[config.mk]
export PLATFORM = sky130hd
export DESIGN_NAME = idct_block_sink
export DESIGN_NICKNAME = d
export VERILOG_FILES = /design/src/rtl/idct_sink_pkg.sv /design/src/rtl/idct_sink_bank.sv /design/src/rtl/idct_block_sink.sv
export SDC_FILE = /design/constraint.sdc
export NUM_CORES = 1
export LEC_CHECK = 0
export CELL_PAD_IN_SITES_DETAIL_PLACEMENT = 1
export CELL_PAD_IN_SITES_GLOBAL_PLACEMENT = 1
export CORE_ASPECT_RATIO = 1.25
export CORE_UTILIZATION = 35
export CTS_CLUSTER_SIZE = 30
export DETAILED_ROUTE_END_ITERATION = 8
export PLACE_DENSITY_LB_ADDON = 0.1
export SYNTH_ARGS = -nofsm -noshare
export SYNTH_HDL_FRONTEND = slang
export SYNTH_HIERARCHICAL = 1
export SYNTH_SLANG_ARGS = --single-unit
[constraint.sdc]
create_clock -name clk -period 3.5 [get_ports clk]
set_clock_uncertainty 0.05 [all_clocks]
set_input_delay 0.35 -clock clk [delete_from_list [all_inputs] [get_ports clk]]
set_output_delay 0.35 -clock clk [all_outputs]
set_load 0.05 [all_outputs]
[src/rtl/idct_sink_pkg.sv]
// ---------------------------------------------------------------------------
// idct_sink_pkg
// Shared constants, FSM state types and the sample-to-pixel conversion used
// by the idct block sink.
//
// Build option:
//   IDCT_SINK_SAT_EN  defined   -> saturating conversion (negative -> 0x00,
//                                  above the pixel field -> 0xFF)
//                     undefined -> raw bit slice, bit-exact with the old
//                                  idctdata.txt dumps
// ---------------------------------------------------------------------------
package idct_sink_pkg;

  localparam int BLK_LEN = 64;
  localparam int PIX_W   = 8;

  typedef enum logic [1:0] {
    W_IDLE,
    W_FILL,
    W_WAIT_LOW,
    W_DROP
  } wstate_e;

  typedef enum logic {
    R_IDLE,
    R_SEND
  } rstate_e;

  // i_sign   : sample MSB
  // i_hi_any : OR of all bits between the MSB and the pixel field
  // i_field  : the 8-bit pixel field itself
  function automatic logic [PIX_W-1:0] pix_extract(
    input logic             i_sign,
    input logic             i_hi_any,
    input logic [PIX_W-1:0] i_field
  );
`ifdef IDCT_SINK_SAT_EN
    if (i_sign) begin
      return '0;
    end
    if (i_hi_any) begin
      return '1;
    end
    return i_field;
`else
    logic unused_sat;
    unused_sat = i_sign | i_hi_any;
    return i_field;
`endif
  endfunction

endpackage

[src/rtl/idct_sink_bank.sv]
// ---------------------------------------------------------------------------
// idct_sink_bank
// One block buffer of the ping-pong store: DEPTH x PIX_W RAM with a write
// port, a registered read port (output holds when i_re=0) and a full bit.
//
// Ports:
//   clk, reset_n         clock / async active-low reset
//   i_we/i_waddr/i_wdata write port
//   i_re/i_raddr/o_rdata registered read port, o_rdata cleared by reset
//   i_set_full           mark bank full (block committed)
//   i_clr_full           mark bank empty (block delivered)
//   o_full               bank holds a complete, undelivered block
// ---------------------------------------------------------------------------
module idct_sink_bank
  import idct_sink_pkg::*;
#(
  parameter int DEPTH = BLK_LEN,
  parameter int AW    = $clog2(DEPTH)
) (
  input  logic             clk,
  input  logic             reset_n,
  input  logic             i_we,
  input  logic [AW-1:0]    i_waddr,
  input  logic [PIX_W-1:0] i_wdata,
  input  logic             i_re,
  input  logic [AW-1:0]    i_raddr,
  output logic [PIX_W-1:0] o_rdata,
  input  logic             i_set_full,
  input  logic             i_clr_full,
  output logic             o_full
);

  logic [PIX_W-1:0] r_mem [DEPTH];
  logic [PIX_W-1:0] r_rdata;
  logic             r_full;

  always_ff @(posedge clk) begin
    if (i_we) begin
      r_mem[i_waddr] <= i_wdata;
    end
  end

  // Read register is reset so the sink's pixel output is 0 out of reset.
  always_ff @(posedge clk or negedge reset_n) begin
    if (!reset_n) begin
      r_rdata <= '0;
    end else if (i_re) begin
      r_rdata <= r_mem[i_raddr];
    end
  end

  always_ff @(posedge clk or negedge reset_n) begin
    if (!reset_n) begin
      r_full <= 1'b0;
    end else if (i_clr_full) begin
      r_full <= 1'b0;
    end else if (i_set_full) begin
      r_full <= 1'b1;
    end
  end

  assign o_rdata = r_rdata;
  assign o_full  = r_full;

endmodule

[src/rtl/idct_block_sink.sv]
// ---------------------------------------------------------------------------
// idct_block_sink
// Receiving end of the idct output stream. Captures each BLK_LEN-sample
// window presented while in_done is high, converts every sample to an 8-bit
// pixel, buffers blocks in two ping-pong banks and replays them in arrival
// order over a valid/ready pixel interface.
//
// Build option: IDCT_SINK_SAT_EN selects saturating pixel conversion
// (see idct_sink_pkg::pix_extract); default is the raw bit slice.
//
// Ports:
//   clk, reset_n    clock / asynchronous active-low reset
//   in_done,in_data idct stream, one sample per clk while in_done=1
//   out_valid/out_ready/out_pix/out_last  pixel stream, out_last on pixel 63
//   clr_flags       synchronous clear of flags and counters (a same-cycle
//                   set/increment still takes effect)
//   blk_cnt         blocks fully delivered (wraps)
//   drop_cnt        blocks discarded (saturates)
//   ovf_flag        sticky: block arrived with both banks full
//   short_flag      sticky: in_done fell before BLK_LEN samples
// ---------------------------------------------------------------------------
module idct_block_sink
  import idct_sink_pkg::*;
#(
  parameter int DATA_W  = 32,
  parameter int PIX_LSB = 17,
  parameter int BLK_LEN = 64,
  parameter int CNT_W   = 16
) (
  input  logic              clk,
  input  logic              reset_n,
  input  logic              in_done,
  input  logic [DATA_W-1:0] in_data,
  output logic              out_valid,
  input  logic              out_ready,
  output logic [PIX_W-1:0]  out_pix,
  output logic              out_last,
  input  logic              clr_flags,
  output logic [CNT_W-1:0]  blk_cnt,
  output logic [CNT_W-1:0]  drop_cnt,
  output logic              ovf_flag,
  output logic              short_flag
);

  localparam int            AW       = $clog2(BLK_LEN);
  localparam logic [AW-1:0] LAST_IDX = AW'(BLK_LEN - 1);

  // Pixel conversion
  logic             w_sign;
  logic             w_hi_any;
  logic [PIX_W-1:0] w_field;
  logic [PIX_W-1:0] w_pix;
  logic             w_unused_lo;

  assign w_sign      = in_data[DATA_W-1];
  assign w_hi_any    = |in_data[DATA_W-2:PIX_LSB+PIX_W];
  assign w_field     = in_data[PIX_LSB+PIX_W-1:PIX_LSB];
  assign w_unused_lo = ^in_data[PIX_LSB-1:0];
  assign w_pix       = pix_extract(w_sign, w_hi_any, w_field);

  // Shared state
  wstate_e         r_wstate, w_wstate_nxt;
  rstate_e         r_rstate, w_rstate_nxt;
  logic            r_wsel;
  logic [AW-1:0]   r_widx;
  logic            r_rsel;
  logic            r_osel;
  logic [AW-1:0]   r_oidx;

  logic            w_we;
  logic [AW-1:0]   w_waddr;
  logic            w_commit;
  logic            w_set_ovf;
  logic            w_set_short;
  logic            w_drop_inc;
  logic            w_bank_free;

  logic            w_re;
  logic            w_rbank;
  logic [AW-1:0]   w_raddr;
  logic            w_rd_free;
  logic            w_blk_inc;

  logic [1:0]       w_full;
  logic [1:0]       w_bank_we;
  logic [1:0]       w_bank_re;
  logic [1:0]       w_bank_set;
  logic [1:0]       w_bank_clr;
  logic [PIX_W-1:0] w_rdata [2];

  // Ping-pong banks
  for (genvar b = 0; b < 2; b++) begin : g_bank
    assign w_bank_we[b]  = w_we      && (r_wsel  == 1'(b));
    assign w_bank_set[b] = w_commit  && (r_wsel  == 1'(b));
    assign w_bank_re[b]  = w_re      && (w_rbank == 1'(b));
    assign w_bank_clr[b] = w_rd_free && (r_rsel  == 1'(b));

    idct_sink_bank #(
      .DEPTH (BLK_LEN),
      .AW    (AW)
    ) u_bank (
      .clk        (clk),
      .reset_n    (reset_n),
      .i_we       (w_bank_we[b]),
      .i_waddr    (w_waddr),
      .i_wdata    (w_pix),
      .i_re       (w_bank_re[b]),
      .i_raddr    (w_raddr),
      .o_rdata    (w_rdata[b]),
      .i_set_full (w_bank_set[b]),
      .i_clr_full (w_bank_clr[b]),
      .o_full     (w_full[b])
    );
  end

  // Writer always fills bank r_wsel; a bank freed by the reader on this
  // very edge counts as free so back-to-back traffic never drops a block.
  assign w_bank_free = !w_full[r_wsel] || (w_rd_free && (r_rsel == r_wsel));

  // Write FSM
  always_comb begin
    w_wstate_nxt = r_wstate;
    w_we         = 1'b0;
    w_waddr      = r_widx;
    w_commit     = 1'b0;
    w_set_ovf    = 1'b0;
    w_set_short  = 1'b0;
    w_drop_inc   = 1'b0;
    case (r_wstate)
      W_IDLE: begin
        if (in_done) begin
          if (w_bank_free) begin
            w_we         = 1'b1;
            w_waddr      = '0;
            w_wstate_nxt = W_FILL;
          end else begin
            w_set_ovf    = 1'b1;
            w_drop_inc   = 1'b1;
            w_wstate_nxt = W_DROP;
          end
        end
      end
      W_FILL: begin
        if (in_done) begin
          w_we = 1'b1;
          // After the last sample, wait for in_done to drop so an overlong
          // window is not mistaken for the start of a new block.
          if (r_widx == LAST_IDX) begin
            w_commit     = 1'b1;
            w_wstate_nxt = W_WAIT_LOW;
          end
        end else begin
          w_set_short  = 1'b1;
          w_drop_inc   = 1'b1;
          w_wstate_nxt = W_IDLE;
        end
      end
      W_WAIT_LOW, W_DROP: begin
        if (!in_done) begin
          w_wstate_nxt = W_IDLE;
        end
      end
      default: w_wstate_nxt = W_IDLE;
    endcase
  end

  always_ff @(posedge clk or negedge reset_n) begin
    if (!reset_n) begin
      r_wstate <= W_IDLE;
      r_wsel   <= 1'b0;
      r_widx   <= '0;
    end else begin
      r_wstate <= w_wstate_nxt;
      if (w_we) begin
        r_widx <= w_waddr + 1'b1;
      end
      if (w_commit) begin
        r_wsel <= ~r_wsel;
      end
    end
  end

  // Read FSM: the bank read register is the output register, so a read is
  // issued only when the displayed pixel is consumed (or a block starts).
  always_comb begin
    w_rstate_nxt = r_rstate;
    w_re         = 1'b0;
    w_rbank      = r_rsel;
    w_raddr      = '0;
    w_rd_free    = 1'b0;
    w_blk_inc    = 1'b0;
    case (r_rstate)
      R_IDLE: begin
        if (w_full[r_rsel]) begin
          w_re         = 1'b1;
          w_rstate_nxt = R_SEND;
        end
      end
      R_SEND: begin
        if (out_ready) begin
          if (r_oidx != LAST_IDX) begin
            w_re    = 1'b1;
            w_raddr = r_oidx + 1'b1;
          end else begin
            w_rd_free = 1'b1;
            w_blk_inc = 1'b1;
            if (w_full[~r_rsel]) begin
              w_re    = 1'b1;
              w_rbank = ~r_rsel;
            end else begin
              w_rstate_nxt = R_IDLE;
            end
          end
        end
      end
      default: w_rstate_nxt = R_IDLE;
    endcase
  end

  always_ff @(posedge clk or negedge reset_n) begin
    if (!reset_n) begin
      r_rstate <= R_IDLE;
      r_rsel   <= 1'b0;
      r_osel   <= 1'b0;
      r_oidx   <= '0;
    end else begin
      r_rstate <= w_rstate_nxt;
      if (w_rd_free) begin
        r_rsel <= ~r_rsel;
      end
      if (w_re) begin
        r_osel <= w_rbank;
        r_oidx <= w_raddr;
      end
    end
  end

  // Status flags and counters: clear first, then apply same-cycle events
  logic             r_ovf;
  logic             r_short;
  logic [CNT_W-1:0] r_blk_cnt;
  logic [CNT_W-1:0] r_drop_cnt;
  logic [CNT_W-1:0] w_blk_base;
  logic [CNT_W-1:0] w_drop_base;

  assign w_blk_base  = clr_flags ? '0 : r_blk_cnt;
  assign w_drop_base = clr_flags ? '0 : r_drop_cnt;

  always_ff @(posedge clk or negedge reset_n) begin
    if (!reset_n) begin
      r_ovf      <= 1'b0;
      r_short    <= 1'b0;
      r_blk_cnt  <= '0;
      r_drop_cnt <= '0;
    end else begin
      if (w_set_ovf) begin
        r_ovf <= 1'b1;
      end else if (clr_flags) begin
        r_ovf <= 1'b0;
      end
      if (w_set_short) begin
        r_short <= 1'b1;
      end else if (clr_flags) begin
        r_short <= 1'b0;
      end
      r_blk_cnt <= w_blk_inc ? w_blk_base + 1'b1 : w_blk_base;
      if (w_drop_inc && (w_drop_base != '1)) begin
        r_drop_cnt <= w_drop_base + 1'b1;
      end else begin
        r_drop_cnt <= w_drop_base;
      end
    end
  end

  // Outputs
  assign out_valid  = (r_rstate == R_SEND);
  assign out_pix    = w_rdata[r_osel];
  assign out_last   = out_valid && (r_oidx == LAST_IDX);
  assign blk_cnt    = r_blk_cnt;
  assign drop_cnt   = r_drop_cnt;
  assign ovf_flag   = r_ovf;
  assign short_flag = r_short;

endmodule

==> reports/qor.csv, run 1 <==
metric,value,unit
status,finished clean,
Hold Path Class,input pin to register,
Layout Nets,2604,
vias in the first global route,23930,
hpwl dp,73700,um
initial antenna violation count,4,
CP Launch Type,register,
fin crit share,0.9591,
unrepaired setup endpoints after global routing,false,
root buf cell,clkbuf_16,
CTS Buf Count,111,
r2r startpoint,r_oidx[1]$_DFFE_PN0P_,
Longest Clk Path Bufs,3,
post-synth top area cell,edfxtp_1,
Final ANT Viol Nets,0,
Final Max Tran Viols,0,
CP peak stage delay,410,ps
largest net degree at the start of global routing,129,
row count,144,
crit-path max FO,29,
synthesized netlist cell count,2198,
Setup CP Type,register to register,
Synth Flop Type,edfxtp_1,
gr ovfl total,0,
Pleak,16.66,nW
Worst path most repeated cell,buf_4,
antenna cell count,0,
Rel. slew slack,0.2190,
Hold WS,100.3,ps
crit end category,register,
"count leader, synth",edfxtp_1,
GRT Util Overall,0.1792,
critical path buffer and inverter count,4,
final setup violation count,0,
CP max stage cell,dfrtp_1,
Worst EP required,4030,ps
initial drt markers,1374,
DR pass1 iterations,6,
die span in x,317.7,um
clock sinks,1094,
Worst path depth,11,
per-cell routed wire length,26.19,um
max cap viols,0,
#FFs+latches synth,1094,
Worst Reg-to-Reg Cells,11,
hold path cells,1,
Period minus WS final,3357,ps
Core Region,123400,um^2
residual DRC count,0,
Syn Area/Cell,19.84,um^2
number of synthesized flops with an enable pin,1024,
"delay-heaviest family, CP",buffers and inverters,
final hold vios,0,
H-Tree Depth,3,
Async SR Flop Fraction,0.06399,
worst path cell trace,ha_1 -> and3_2 -> buf_4 -> xnor2_1 -> nor2_4 -> buf_12 -> buf_4 -> mux2_2 -> a221oi_1 -> buf_4 -> o221ai_1,
Area Overhead vs Synth,19.13,%
Die H,396.6,um
top-area cell type share of the netlist area,0.7053,
final WL,111600,um
post-layout util,0.4209,
placed cell count,4053,
Ys Warns,6,
vias per inst,5.152,
Die Footprint,126000,um^2
peak supply drop,0.0004952,V
PortBufs,56,
critical path data arrival time,3880,ps
post-synthesis cell type count,60,
Synth top cells by count,"edfxtp_1, mux4_2, nor2_1, mux2i_1, mux2_2",
Power Density,596.4,nW/um^2
Worst Tran Pin Value,1172,ps
Min-Delay Startpoint,in_data[18],
share of layout cells above drive strength 1,0.3073,
Initial Util,0.3533,
Max Fclk,297.9,MHz
Vias,21950,
Worst setup startpoint,r_oidx[1]$_DFFE_PN0P_,
"top cells by area, synth","edfxtp_1, mux4_2, dfrtp_1, mux2_2, mux2i_1",
first-pass GRT wire length,165300,um
Synthesized Nets,2239,
"Cell Area, Synth",43600,um^2
Clock transition at path regs,60,ps
TritonCTS clock tree,done,
GP Congestion,0.7772,
I/O Pins,81,
"non-filler cells, final",4261,
worst skew pair latency,710,ps
"Seq/Total Area, Yosys",0.7455,
==> cell usage in the layout, fill, tap and decap left out, types with 28 or more instances in the layout <==
| cell type | count |
|---|---|
| mux2i_1 | 84 |
| nor2b_1 | 28 |
| a22oi_1 | 33 |
| clkdlybuf4s50_1 | 46 |
| mux2_2 | 81 |
| buf_12 | 39 |
| mux4_2 | 240 |
| nor2_1 | 181 |
| dfrtp_1 | 70 |
| clkinv_1 | 34 |
| o221ai_1 | 32 |
| buf_4 | 281 |
| edfxtp_1 | 1024 |
| clkbuf_16 | 111 |
| nand3_1 | 42 |
| nand2_1 | 38 |
==> routing by layer <==
metal,share of wire,GRT usage
met4,0.032,0.06831
met1,0.42,0.2268
met3,0.036,0.02533
met5,0,0
met2,0.51,0.3116
==> repair_timing <==
item,4_1_cts,5_1_grt
hold endpoints to repair,76,0
hold buffers,3,0
gates cloned,0,0
resized for setup,2,6
buffers inserted,0,0
endpoints found under the setup margin,9,40
==> worst paths after layout <==
kind	end	slack [ps]
max reg2reg	g_bank[1].u_bank/o_rdata[6]$_DFFE_PN0P_	140
min in group asynchronous	drop_cnt[10]$_DFF_PN0_	270
min reg2reg	r_widx[0]$_DFFE_PN0P_	470
max	g_bank[1].u_bank/o_rdata[6]$_DFFE_PN0P_	140
min	g_bank[1].u_bank/r_mem[63][1]$_DFFE_PP_	100
max in group asynchronous	r_widx[2]$_DFFE_PN0P_	2320
==> logic make-up (layout without fill, tap and decap cells) <==
family / Yosys count / in the layout / share of synthesized area
flops: 1094 / 1094 / 0.7455
mux: 405 / 405 / 0.1642
simple gates: 390 / 390 / 0.04388
buf+inv: 142 / 599 / 0.01544
compound gates: 134 / 134 / 0.02408
xor+xnor: 29 / 29 / 0.005826
fa+ha+maj: 4 / 4 / 0.001148
==> metrics by stage <==
stage	worst slack (ps)	area, um^2	TNS [ps]	total power [W]
2_1_floorplan	231.7	43600	0	0.01756
3_3_place_gp	-258.3	48410	-9179	0.01975
3_5_place_dp	-309.9	48410	-15430	0.01980
4_1_cts	3.386	51930	0	0.03145
5_1_grt	0.08349	51940	0	0.03204
6_report	143.2	51940	0	0.03098
==> report_power, final <==
group | internal (W) | switching (W)
registers | 0.0145 | 0.000131
clock network | 0.00658 | 0.00498
logic | 0.00222 | 0.00263
total | 0.0232 | 0.00774
==> registers in the layout, summed over array words and instances (netlist names), 2 cells and up <==
signal / cells
blk_cnt: 16
drop_cnt: 16
g_bank.u_bank/o_full: 2
g_bank.u_bank/o_rdata: 16
g_bank.u_bank/r_mem: 1024
r_oidx: 6
r_widx: 6
r_wstate: 2
==> layout make-up <==
cell class,instances,area (um^2)
Fill cell,11680,71480
Inverter,24,90.09
Tap cell,1606,2009
Multi-Input combinational cell,962,10470
Timing Repair Buffer,370,3390
Clock inverter,69,594.3
Clock buffer,136,2892
Sequential cell,1094,32500
Note: power is estimated with default switching activity, not from simulation.
==> run 2, diff against run 1 <==
Settings changed: SETUP_SLACK_MARGIN from default to 0.5.
==> run 2 against run 1 <==
Core utilization grew 1.6 points. First-iteration DRC count grew 14%. Critical path depth is the same. Critical path type unchanged. Global-route usage grew 0.79 points. Die area is the same. Via count grew 2.4%. Non-clock buffer count grew 66. Clock power grew 4%. Final cell count grew 1.8%. Cell area grew 3.8%. Worst hold slack gained 30 ps.
==> reports/qor.csv, run 2 (same netlist as run 1, synthesis figures left out) <==
metric,value,unit,change
"non-filler cells, final",4338,,+1.8%
status,finished clean,,
CP max stage cell,mux4_2,,
Setup CP Type,register to register,,
largest net degree at the start of global routing,82,,-36%
initial antenna violation count,0,,-4
Pleak,17.45,nW,+4.8%
peak supply drop,0.0004107,V,-17%
Area Overhead vs Synth,23.64,%,
GP Congestion,0.7714,,-0.75%
unrepaired setup endpoints after global routing,true,,
reg2reg setup slack,540,ps,+390 ps
max cap viols,0,,unchanged
final setup violation count,0,,unchanged
H-Tree Depth,3,,unchanged
Core Region,123400,um^2,unchanged
GRT Util Overall,0.1871,,+0.007911
"commonest non-fill, non-tap cell in the layout",edfxtp_1,,
Longest Clk Path Bufs,3,,unchanged
DR pass1 iterations,5,,-1
fin crit share,0.8466,,-0.1125
critical path data arrival time,3470,ps,-410 ps
root buf cell,clkbuf_16,,
worst skew pair latency,730,ps,+20 ps
Worst Tran Pin Value,1094,ps,-77.82 ps
Final Max Tran Viols,0,,unchanged
Layout Nets,2672,,+2.6%
Rel. slew slack,0.2709,,+0.05188
critical path buffer and inverter count,3,,-1
PortBufs,56,,unchanged
die span in x,317.7,um,unchanged
gr ovfl total,0,,unchanged
final WL,118300,um,+6.1%
CP Launch Type,register,,
Crit Reg-Reg Endpoint,g_bank[0].u_bank/o_rdata[7]$_DFFE_PN0P_,,
share of layout cells above drive strength 1,0.3662,,+0.05882
vias per inst,5.181,,+0.57%
final hold vios,0,,unchanged
I/O Pins,81,,unchanged
CP peak stage delay,550,ps,+140 ps
Worst EP required,4010,ps,-20 ps
placed cell count,4058,,+0.12%
Worst path depth,11,,unchanged
per-cell routed wire length,27.28,um,+4.2%
Max Fclk,337.5,MHz,+13%
Worst setup startpoint,r_oidx[0]$_DFFE_PN0P_,,
r2r startpoint,r_oidx[0]$_DFFE_PN0P_,,
residual DRC count,0,,unchanged
largest register by flop count,g_bank.u_bank/r_mem,,
Worst Reg-to-Reg Cells,11,,unchanged
Die Footprint,126000,um^2,unchanged
CTS Buf Count,113,,+1.8%
crit-path max FO,13,,-55%
Final Power,0.03222,W,+4.0%
Vias,22480,,+2.4%
worst path cell trace,ha_4 -> xnor2_1 -> nor2_4 -> buf_12 -> bufbuf_16 -> buf_12 -> mux4_2 -> mux2i_2 -> a22oi_1 -> nand3_1 -> o221ai_1,,
TritonCTS clock tree,done,,
post-layout util,0.4368,,+0.01592
Final ANT Viol Nets,0,,unchanged
Clock transition at path regs,60,ps,about the same
Hold Path Class,input pin to register,,
Worst path most repeated cell,buf_12,,
initial drt markers,1565,,+14%
Die H,396.6,um,unchanged
vias in the first global route,24340,,+1.7%
Period minus WS final,2963,ps,-393.6 ps
first-pass GRT wire length,171200,um,+3.6%
worst setup path end,g_bank[0].u_bank/o_rdata[7]$_DFFE_PN0P_,,
Initial Util,0.3533,,unchanged
max reg flops,1024,,unchanged
crit end category,register,,
Power Density,597.8,nW/um^2,+0.23%
clock sinks,1094,,unchanged
row count,144,,unchanged
hpwl dp,74610,um,+1.2%
"delay-heaviest family, CP",multiplexers,,
FILL cells,11550,,-1.1%
most frequent cells in the layout,"edfxtp_1, buf_4, mux4_2, nor2_1, clkbuf_16",,
Hold WS,130.5,ps,+30.19 ps
run 2: worst min-delay path by stage:
| stage | to | cells after the start | startpoint |
|---|---|---|---|
| global route | g_bank[1].u_bank/r_mem[50][7]$_DFFE_PP_ | 1 | in_data[24] |
| finish | g_bank[1].u_bank/r_mem[17][7]$_DFFE_PP_ | 1 | in_data[24] |
| detailed placement | drop_cnt[1]$_DFF_PN0_ | 1 | reset_n |
| floorplan | blk_cnt[0]$_DFF_PN0_ | 0 | reset_n |
| CTS | g_bank[1].u_bank/r_mem[50][7]$_DFFE_PP_ | 1 | in_data[24] |
| global placement | drop_cnt[0]$_DFF_PN0_ | 1 | reset_n |
run 2: final cells by class:
| class | count | area, um^2 | area share |
|---|---|---|---|
| diodes | 1 | 2.502 | 0.00004642 |
| repair buffers | 436 | 4603 | 0.08539 |
| well taps | 1606 | 2009 | 0.03728 |
| flip-flops and latches | 1094 | 32500 | 0.6030 |
| inverters | 24 | 90.09 | 0.001671 |
| clock buffers | 153 | 3092 | 0.05735 |
| clock inverters | 62 | 621.8 | 0.01154 |
| multi-input cells | 962 | 10980 | 0.2037 |
run 2: worst register-to-register path: stages (launching register included):
cell and delay [ps]:
dfrtp_1 410, ha_4 190, xnor2_1 160, nor2_4 120, buf_12 140, bufbuf_16 310, buf_12 170, mux4_2 550
mux2i_2 210, a22oi_1 160, nand3_1 220, o221ai_1 140
run 2: report_power, final:
group / switching [W] / leakage [nW] / total [W] / internal [W]
registers: 0.000147 / 10.1 / 0.0146 / 0.0145
clock network: 0.00508 / 1.80 / 0.0121 / 0.00699
logic: 0.00288 / 5.51 / 0.00555 / 0.00266
total: 0.00812 / 17.5 / 0.0322 / 0.0241
run 2: routing by layer:
| layer | vias to the layer above | share of wire | global-route usage |
|---|---|---|---|
| met5 | - | 0 | 0 |
| met2 | 332 | 0.53 | 0.3365 |
| met3 | 135 | 0.030 | 0.02441 |
| li1 | 9848 | - | - |
| met1 | 12160 | 0.42 | 0.2364 |
| met4 | 0 | 0.019 | 0.05088 |
run 2: timing repair:
item	4_1_cts	5_1_grt
hold buffers	1	0
buffers inserted	18	27
endpoints found under the hold margin	50	0
gates cloned	10	8
pin swaps	6	19
resized for setup	71	85
endpoints found under the setup margin	567	532
run 2: metrics by stage:
step                      setup WS, ps  area [um^2]  TNS, ps
after floorplan                  448.2        43670        0
after global placement          -206.9        48570    -7989
after detailed placement        -335.2        48570   -18470
after CTS                        387.2        53050        0
after global routing             417.8        53900        0
final                            536.9        53910        0
==> run 3, diff against run 2 <==
Clock period 3.5 ns to 2.85 ns, I/O delays scaled along.
==> run 3 against run 2 <==
The flow now finishes with violations (negative setup slack). Final cell count up 3.4%. Wire length is 4.9% higher. Power increased by 26%. Worst setup slack lost 690 ps. Clock power increased by 21%. Register-to-register slack worse by 690 ps. Non-clock buffer count is 156 higher. Core utilization is 3.7 points higher. Flip-flop and latch count is the same. Highest routed layer is now met5.
==> reports/qor.csv, run 3 (same netlist as run 1, synthesis figures left out) <==
metric,value,unit,change
internal power,0.03010,W,+25%
Crit Reg-Reg Endpoint,g_bank[1].u_bank/o_rdata[0]$_DFFE_PN0P_,,
"Cell Area, Placed",50920,um^2,+4.8%
Clock transition at path regs,60,ps,about the same
root buf cell,clkbuf_16,,
residual DRC count,0,,unchanged
peak supply drop,0.0004959,V,+21%
most frequent cells in the layout,"edfxtp_1, mux4_2, buf_4, buf_12, nor2_4",,
clock network power share,0.360,,-0.015
die span in x,317.7,um,unchanged
Hold Path Class,input pin to register,,
sw power,0.01045,W,+29%
GP Congestion,0.7820,,+1.4%
DR pass1 iterations,5,,unchanged
initial antenna violation count,4,,+4
first-pass GRT wire length,179000,um,+4.5%
CP Launch Type,register,,
gr ovfl total,0,,unchanged
Vias,23190,,+3.2%
Comb power frac,0.197,,+0.025
TritonCTS clock tree,done,,
antenna cell count,0,,-1
worst skew pair latency,700,ps,-30 ps
crit-path max FO,4,,-9
WHS Endpoint,g_bank[0].u_bank/r_mem[13][0]$_DFFE_PP_,,
row count,144,,unchanged
final WL,124100,um,+4.9%
largest net degree at the start of global routing,125,,+52%
Initial Util,0.3533,,unchanged
Worst Reg-to-Reg Cells,15,,+4
Final Max Tran Viols,0,,unchanged
clock sinks,1094,,unchanged
Max Fclk,332.8,MHz,-1.4%
GRT Util Overall,0.1968,,+0.009677
final setup TNS,-6544,ps,-6544 ps
critical path data arrival time,3520,ps,+50 ps
I/O Pins,81,,unchanged
sequential power share,0.442,,-0.011
Worst EP required,3360,ps,-650 ps
max reg flops,1024,,unchanged
unrepaired setup endpoints after global routing,true,,
Power Density,693.3,nW/um^2,+16%
share of layout cells above drive strength 1,0.4590,,+0.09286
Period minus WS final,3005,ps,+41.43 ps
Final Power,0.04055,W,+26%
PortBufs,56,,unchanged
r2r startpoint,r_oidx[1]$_DFFE_PN0P_,,
FILL cells,11150,,-3.5%
Pleak,19.24,nW,+10%
CTS Buf Count,113,,unchanged
vias per inst,5.170,,-0.22%
initial drt markers,1381,,-12%
Layout Nets,2830,,+5.9%
max cap viols,0,,unchanged
largest register by flop count,g_bank.u_bank/r_mem,,
final hold vios,0,,unchanged
Worst Tran Pin Value,722.6,ps,-371.1 ps
Longest Clk Path Bufs,3,,unchanged
Min-Delay Startpoint,in_data[17],,
Die Footprint,126000,um^2,unchanged
failing checks,negative setup slack,,
Final ANT Viol Nets,0,,unchanged
Core Region,123400,um^2,unchanged
Area Overhead vs Synth,34.13,%,
hold path cells,1,,unchanged
hpwl dp,80980,um,+8.5%
fin crit share,1.054,,+0.2076
H-Tree Depth,3,,unchanged
per-cell routed wire length,27.67,um,+1.4%
switching share of power,0.2577,,+0.005831
Rel. slew slack,0.5183,,+0.2474
Die H,396.6,um,unchanged
"commonest non-fill, non-tap cell in the layout",edfxtp_1,,
reg2reg setup slack,-150,ps,-690 ps
final setup violation count,216,,+216
vias in the first global route,25280,,+3.9%
status,"complete, but fails checks",,
Finished Cell Area,58480,um^2,+8.5%
setup slack after layout,-154.6,ps,-691.4 ps
crit end category,register,,
Setup CP Type,register to register,,
[run 3: cell types whose count changed in the layout (fill, tap and decap cells not counted), moves of 35 or more]
cell	change
nor2_2	-35
buf_6	+86
buf_12	+131
buf_4	-81
nor2_1	-94
nor2_4	+129
[run 3: worst max-delay path, stage by stage (launching register included)]
cell and delay (ps):
dfrtp_1 410, ha_4 190, nand3_4 100, o21ai_4 70, nor2_4 130, buf_12 150, buf_12 120, buf_16 120
buf_12 110, mux4_2 480, mux2i_1 140, buf_4 160, o22ai_4 90, a221oi_4 280, buf_4 180, o221ai_2 80
[run 3: worst max-delay path by stage]
stage / startpoint / endpoint / slack, ps / cells past startpoint
2_1_floorplan: r_oidx[0]$_DFFE_PN0P_ / g_bank[1].u_bank/r_mem[15][0]$_DFFE_PP_ / -3 / 9
3_3_place_gp: out_ready / g_bank[1].u_bank/o_rdata[0]$_DFFE_PN0P_ / -860 / 13
3_5_place_dp: out_ready / g_bank[1].u_bank/o_rdata[0]$_DFFE_PN0P_ / -880 / 12
4_1_cts: r_oidx[0]$_DFFE_PN0P_ / g_bank[1].u_bank/o_rdata[5]$_DFFE_PN0P_ / -120 / 15
5_1_grt: r_oidx[1]$_DFFE_PN0P_ / g_bank[1].u_bank/o_rdata[2]$_DFFE_PN0P_ / -230 / 15
6_report: r_oidx[1]$_DFFE_PN0P_ / g_bank[1].u_bank/o_rdata[0]$_DFFE_PN0P_ / -150 / 15
[run 3: layout make-up]
| class | instances | area (um^2) | area share |
|---|---|---|---|
| clock inverters | 74 | 665.6 | 0.01138 |
| inverters | 24 | 90.09 | 0.001541 |
| repair buffers | 592 | 7855 | 0.1343 |
| multi-input cells | 964 | 12400 | 0.2121 |
| clock buffers | 132 | 2950 | 0.05045 |
| flip-flops and latches | 1094 | 32500 | 0.5558 |
| well taps | 1606 | 2009 | 0.03436 |
[run 3: through the flow]
| step | cells | hold WS (ps) | worst slack (ps) | utilization |
|---|---|---|---|---|
| after global routing | 4486 | 41.48 | -234.8 | 0.4738 |
| after floorplan | 2198 | -60.59 | -2.863 | - |
| after CTS | 4427 | 16.95 | -124.2 | 0.4612 |
| final | 4486 | 56.07 | -154.6 | 0.4738 |
| after detailed placement | 4117 | 311.5 | -879.8 | 0.4126 |
| after global placement | 4117 | 304.4 | -863.3 | 0.4126 |
[run 3: what timing repair did]
action,CTS,global route
buffers inserted,84,57
endpoints found under the setup margin,1077,1083
hold buffers,4,0
gates resized for setup,210,235
pin swaps,66,88
endpoints found under the hold margin,47,0
gates cloned,16,2
[run 3: per-layer routing]
layer / track usage / vias to the layer above / share of wire
met5: 0 / - / 0.000064
met4: 0.06189 / 2 / 0.024
met3: 0.02237 / 145 / 0.028
met2: 0.3584 / 379 / 0.54
met1: 0.2436 / 12470 / 0.41
li1: - / 10200 / -
[run 3: power by group through the flow]
stage / logic (W) / clock network [W] / registers (W)
global route: 0.00844 / 0.0155 / 0.0179
floorplan: 0.00362 / 0 / 0.0182
CTS: 0.00778 / 0.0150 / 0.0179
finish: 0.00800 / 0.0146 / 0.0179
detailed placement: 0.00673 / 0 / 0.0183
global placement: 0.00666 / 0 / 0.0183
